--- config.mk ---
export PLATFORM = sky130hd
export DESIGN_NAME = booth_datapath
export DESIGN_NICKNAME = d
export VERILOG_FILES = /design/src/rtl/booth_pkg.sv /design/src/rtl/booth_iter_counter.sv /design/src/rtl/booth_datapath.sv
export SDC_FILE = /design/constraint.sdc
export NUM_CORES = 1
export LEC_CHECK = 0
export BUFFER_PORTS_ARGS = -buffer_cell sky130_fd_sc_hd__buf_2
export CAP_MARGIN = 20
export CORE_AREA = 2 2 70 72
export CTS_BUF_LIST = sky130_fd_sc_hd__clkbuf_8
export CTS_CLUSTER_DIAMETER = 150
export DETAILED_ROUTE_END_ITERATION = 8
export DIE_AREA = 0 0 72 74
export GPL_ROUTABILITY_DRIVEN = 1
export MAX_ROUTING_LAYER = met4
export PLACE_DENSITY = 0.76
export REMOVE_ABC_BUFFERS = 1
export SETUP_SLACK_MARGIN = 0.2
export SKIP_CTS_REPAIR_TIMING = 1
export SYNTH_ARGS = -nofsm -noshare
export SYNTH_HDL_FRONTEND = slang
export SYNTH_SLANG_ARGS = --single-unit
--- constraint.sdc ---
create_clock -name clk -period 6.35 [get_ports clk]
set_input_delay 0.3175 -clock clk [delete_from_list [all_inputs] [get_ports clk]]
set_output_delay 0.3175 -clock clk [all_outputs]
set_load 0.005 [all_outputs]
--- src/rtl/booth_pkg.sv ---
// ----------------------------------------------------------------------------
// booth_pkg: shared width, opcode and add/sub encodings for the Booth datapath.
// Revision 1.0
// ----------------------------------------------------------------------------
`default_nettype none

package booth_pkg;

   localparam int BOOTH_N = 8;

   localparam logic BOOTH_SUB = 1'b1;
   localparam logic BOOTH_ADD = 1'b0;

   typedef enum logic [2:0] {
      OP_NONE  = 3'd0,
      OP_LOAD  = 3'd1,
      OP_ADD   = 3'd2,
      OP_SUB   = 3'd3,
      OP_SHIFT = 3'd4
   } booth_op_e;

   // Counter must hold the value N itself, hence N+1 states.
   function automatic int cnt_width(input int n);
      return $clog2(n + 1);
   endfunction

endpackage

`default_nettype wire

--- src/rtl/booth_iter_counter.sv ---
// ----------------------------------------------------------------------------
// booth_iter_counter: shift-iteration counter with zero, last-shift and underflow.
// Revision 1.0
// ----------------------------------------------------------------------------
`default_nettype none

module booth_iter_counter
   import booth_pkg::*;
#(
   parameter int N = BOOTH_N
) (
   input  logic clk,
   input  logic rst,
   input  logic load,
   input  logic dec,
   output logic zero,
   output logic last,
   output logic underflow
);

   localparam int CW = cnt_width(N);

   logic [CW-1:0] cnt;

   always_ff @(posedge clk) begin
      if (rst) begin
         cnt <= '0;
      end else if (load) begin
         cnt <= CW'(N);
      end else if (dec && (cnt != '0)) begin
         cnt <= cnt - CW'(1);
      end
   end

   assign zero      = (cnt == '0);
   assign last      = dec && (cnt == CW'(1));
   assign underflow = dec && zero;

endmodule

`default_nettype wire

--- src/rtl/booth_datapath.sv ---
// ----------------------------------------------------------------------------
// booth_datapath: M / HQ / LQ / Q_1 registers of a radix-2 Booth multiplier.
// Revision 1.0
// ----------------------------------------------------------------------------
`default_nettype none

module booth_datapath
   import booth_pkg::*;
#(
   parameter int N = BOOTH_N
) (
   input  logic           clk,
   input  logic           rst,
   input  logic           load_A,
   input  logic           load_B,
   input  logic           load_add,
   input  logic           add_sub,
   input  logic           shift_HQ_LQ_Q_1,
   input  logic [N-1:0]   A_in,
   input  logic [N-1:0]   B_in,
   output logic           Q_0,
   output logic           Q_1,
   output logic           Z,
   output logic [2*N-1:0] product,
   output logic           product_valid,
   output logic           err
);

   logic [N:0]   m_reg;
   logic [N:0]   hq_reg;
   logic [N-1:0] lq_reg;
   logic         q1_reg;
   logic         valid_reg;
   logic         err_reg;

   booth_op_e    op;
   logic [1:0]   n_classes;
   logic         multi_class;
   logic [N:0]   hq_sum;
   logic         cnt_zero;
   logic         cnt_last;
   logic         cnt_underflow;
   logic         err_set;

   always_comb begin
      op = OP_NONE;
      if (load_A || load_B) begin
         op = OP_LOAD;
      end else if (load_add) begin
         op = (add_sub == BOOTH_SUB) ? OP_SUB : OP_ADD;
      end else if (shift_HQ_LQ_Q_1) begin
         op = OP_SHIFT;
      end
   end

   assign n_classes   = {1'b0, load_A | load_B} + {1'b0, load_add} + {1'b0, shift_HQ_LQ_Q_1};
   assign multi_class = (n_classes > 2'd1);
   assign hq_sum      = (op == OP_SUB) ? (hq_reg - m_reg) : (hq_reg + m_reg);

   booth_iter_counter #(.N(N)) u_cnt (
      .clk       (clk),
      .rst       (rst),
      .load      ((op == OP_LOAD) && load_B),
      .dec       (op == OP_SHIFT),
      .zero      (cnt_zero),
      .last      (cnt_last),
      .underflow (cnt_underflow)
   );

   // Adds after the final shift are dropped so the product stays frozen.
   assign err_set = multi_class || cnt_underflow ||
                    (((op == OP_ADD) || (op == OP_SUB)) && cnt_zero);

   always_ff @(posedge clk) begin
      if (rst) begin
         m_reg     <= '0;
         hq_reg    <= '0;
         lq_reg    <= '0;
         q1_reg    <= 1'b0;
         valid_reg <= 1'b0;
      end else begin
         case (op)
            OP_LOAD: begin
               if (load_A) begin
                  m_reg <= {A_in[N-1], A_in};
               end
               if (load_B) begin
                  lq_reg    <= B_in;
                  hq_reg    <= '0;
                  q1_reg    <= 1'b0;
                  valid_reg <= 1'b0;
               end
            end
            OP_ADD, OP_SUB: begin
               if (!cnt_zero) begin
                  hq_reg <= hq_sum;
               end
            end
            OP_SHIFT: begin
               if (!cnt_zero) begin
                  q1_reg <= lq_reg[0];
                  lq_reg <= {hq_reg[0], lq_reg[N-1:1]};
                  hq_reg <= {hq_reg[N], hq_reg[N:1]};
                  if (cnt_last) begin
                     valid_reg <= 1'b1;
                  end
               end
            end
            default: begin
            end
         endcase
      end
   end

   always_ff @(posedge clk) begin
      if (rst) begin
         err_reg <= 1'b0;
      end else if (err_set) begin
         err_reg <= 1'b1;
      end
   end

   assign Q_0           = lq_reg[0];
   assign Q_1           = q1_reg;
   assign Z             = cnt_zero;
   assign product       = {hq_reg[N-1:0], lq_reg};
   assign product_valid = valid_reg;
   assign err           = err_reg;

endmodule

`default_nettype wire

==> results.toml <==
[worst_setup_path]
crit_path_start_kind = "input pin"
max_stage_delay_ps = 910
required_ps = 6530
crit_chain = "buf_2 -> nor4bb_1 -> mux2i_1 -> inv_1 -> fa_1 -> nor2b_1 -> o31a_1 -> o21a_1 -> a211oi_1 -> or3b_1"
arrival_time_of_data_at_the_critical_path_endpoint_ps = 3230
slowest_stage = "nor4bb_1"
critical_path_end_type = "flip-flop"
critical_path.top_delay_family = "simple AND/OR/NAND/NOR gates"
timing.critical_path.fanout_max = 14
number_of_buffer_and_inverter_instances_along_the_worst_setup_path = 2
worst_setup_path_type = "in2reg"

[power_and_ir_drop]
comb_power_share_pct = 25.2
power.clock.fraction_pct = 34.6
power.leakage_uw = 0.00103
vdd_drop_max_uv = 137
cell_internal_pwr_uw = 390
pwr_density_cell_mw_per_mm2 = 234
swShare_pct = 29.8
switching_power_uw = 166
power.sequential.fraction_pct = 40.2

[global_route]
grt_start_max_net_pins = 35
groute.usage.overall_pct = 18.8
grt_first_pass_wirelength_um = 7570
number_of_antenna_violations_at_the_first_check_in_global_routing = 0
via_count_of_the_first_global_routing_pass = 1591
globalRouteOverflowTotal = 0

[final_layout]
antennaDiodeCount = 0
layout-drive-gt1-share_pct = 20.1
design_area_mm2 = 0.00237
layout.filler_cells = 446
syn_to_final_growth_pct = 13.2
fin_cells = 342
largest_register_ffs = 9
final_nets = 323

[floorplanning]
die-area_mm2 = 0.00533
die-height_um = 74
core_region_area_mm2 = 0.00460
dieWidth_um = 72
top_level_ports = 44
fp-row-count = 25
initial_util_pct = 45.6

[clocking]
cts_root_buf = "clkbuf_8"
cts_sinks = 32
clockBufferDepth = 2
ctsHtreeMaxLevel = 2
worst_setup_hold_path_clk_slew_ps = 70
cts_tree = "done"
clkLatencyLatePin_ps = 290
cts_buffers = 5

[placed_design]
hpwl_um = 3250
placedInstanceArea_mm2 = 0.00226
placed_cells = 334
numPortBuffers = 43
gpl.final_weighted_congestion = 0.911

[synthesis]
synth-edff-count = 0
synth.yosys.seq_area_share_pct = 30.6
syn_area_mm2 = 0.00209
biggest_area_contributors_in_the_synthesized_netlist = "dfxtp_1 31%, mux2i_1 9.6%, nor2_1 9.0%, ha_1 7.2%, a21oi_1 5.5%"
synth-warning-count = 0
synth-seq-cells = 32
number_of_cells_produced_by_synthesis = 258
synthFlopType = "dfxtp_1"
netlist.top_cell.by_area = "dfxtp_1"
yosys-top-cells-count = "50 x nor2_1, 32 x dfxtp_1, 23 x a21oi_1"
yosys.area.top_type_share_pct = 30.6
ys_types = 45
most_common_cell_in_the_netlist = "nor2_1"
async_sr_flop_fraction_pct = 0
synthesized_area_per_cell_um2 = 8.12

[drt]
route.antenna.remaining_nets = 0
routed-via-count = 1846
remaining_drc_errors = 0
detailedRoute.firstPassIterationCount = 4
routed_wirelength_um = 4550
wire_per_inst_um = 13.3
via_per_inst = 5.40
drt-initial-drc-count = 135

[sta]
relSlewSlack_pct = 31.1
max_clock_freq_mhz = 328
report.final.setup_viol = 0
fin_crit_sh_pct = 48.0
timing_max_transition_violations_final = 0
final-hold-violation-count = 0
finalCriticalPeriod_ps = 3050
fin_tns_setup_ps = 0
skew_ps = 8.75
grt_setup_unrepaired = "no"
timing.hold.ws_ps = 266
timing_worst_slew_pin_value_ps = 1020

[outcome]
run_status = "finished clean"

[job]
maxCapViolCount = 0

[min_path]
hold_class = "in2reg"
[path summary, 6_finish.rpt]
check                                    from            end  slack (ps)  depth (start not counted)
worst min register to register  product_valid  product_valid         470                          2
worst max-delay path                   load_A      hq_reg[8]        3300                         10
worst min-delay path                  A_in[3]       m_reg[3]         270                          3
worst max register to register       m_reg[0]      hq_reg[5]        3830                         10
[through the flow]
step                      total power [µW]  util [%]  setup slack (ps)
after detailed placement               366      49.2              3040
after floorplan                        324         -              3080
after CTS                              559      51.6              3310
after global placement                 364      49.2              3100
after global routing                   587      51.6              3050
final                                  556      51.6              3300
[kinds of logic (layout without fill, tap and decap cells)]
family,Yosys count,in the layout,share of synthesized area [%]
muxes,20,20,9.56
xor gates and xnor gates,9,9,3.76
DFF,32,32,30.6
and+or+nand+nor,90,90,21.4
adders and majority gates,13,13,8.12
buffers and inverters,35,65,8.42
AOI/OAI and AO/OA,59,59,18.1
[cell type report]
class,instances,area (µm²),area share (%)
tap,54,67.6,2.85
inverter,13,48.8,2.06
timing repair buffer,44,223,9.39
sequential,32,641,27.0
multi-input combinational,191,1280,54.1
clock inverter,3,38.8,1.64
clock buffer,5,68.8,2.90
[layout by cell type, fill, tap and decap left out, types with 3 or more instances in the layout]
cell type	instances
buf_2	43
a211oi_1	9
mux2i_1	20
a311oi_1	3
xnor2_1	6
inv_1	14
a21oi_1	23
ha_1	12
nand2b_1	3
clkbuf_8	5
o21ai_0	10
dfxtp_1	32
nor3_1	6
nor2_1	50
nand2_1	9
nor3b_1	3
xor2_1	3
[worst register-to-register path, stage by stage (launching register included)]
cell      delay [ps]
dfxtp_1          390
inv_1            100
ha_1             250
nor2_1           140
xnor2_1          140
ha_1             290
o21ai_0          180
a21oi_1          120
or4_1            420
a21o_1           190
a311oi_1         220
[routing by layer]
layer  GRT usage, %  share of wire (%)  vias to the layer above
met1           23.3                 46                      844
li1               -                  -                      955
met3           4.61                4.0                       12
met2           28.7                 47                       35
met5              -                  0                        -
met4           9.43                2.7                        0
[power by group through the flow]
stage               registers (µW)  logic [µW]  clock network, µW
finish                         224         140                192
global route                   226         157                205
CTS                            224         140                195
detailed placement             228         138                  0
global placement               228         136                  0
floorplan                      226        97.6                  0
(Power assumes the default switching activity.)
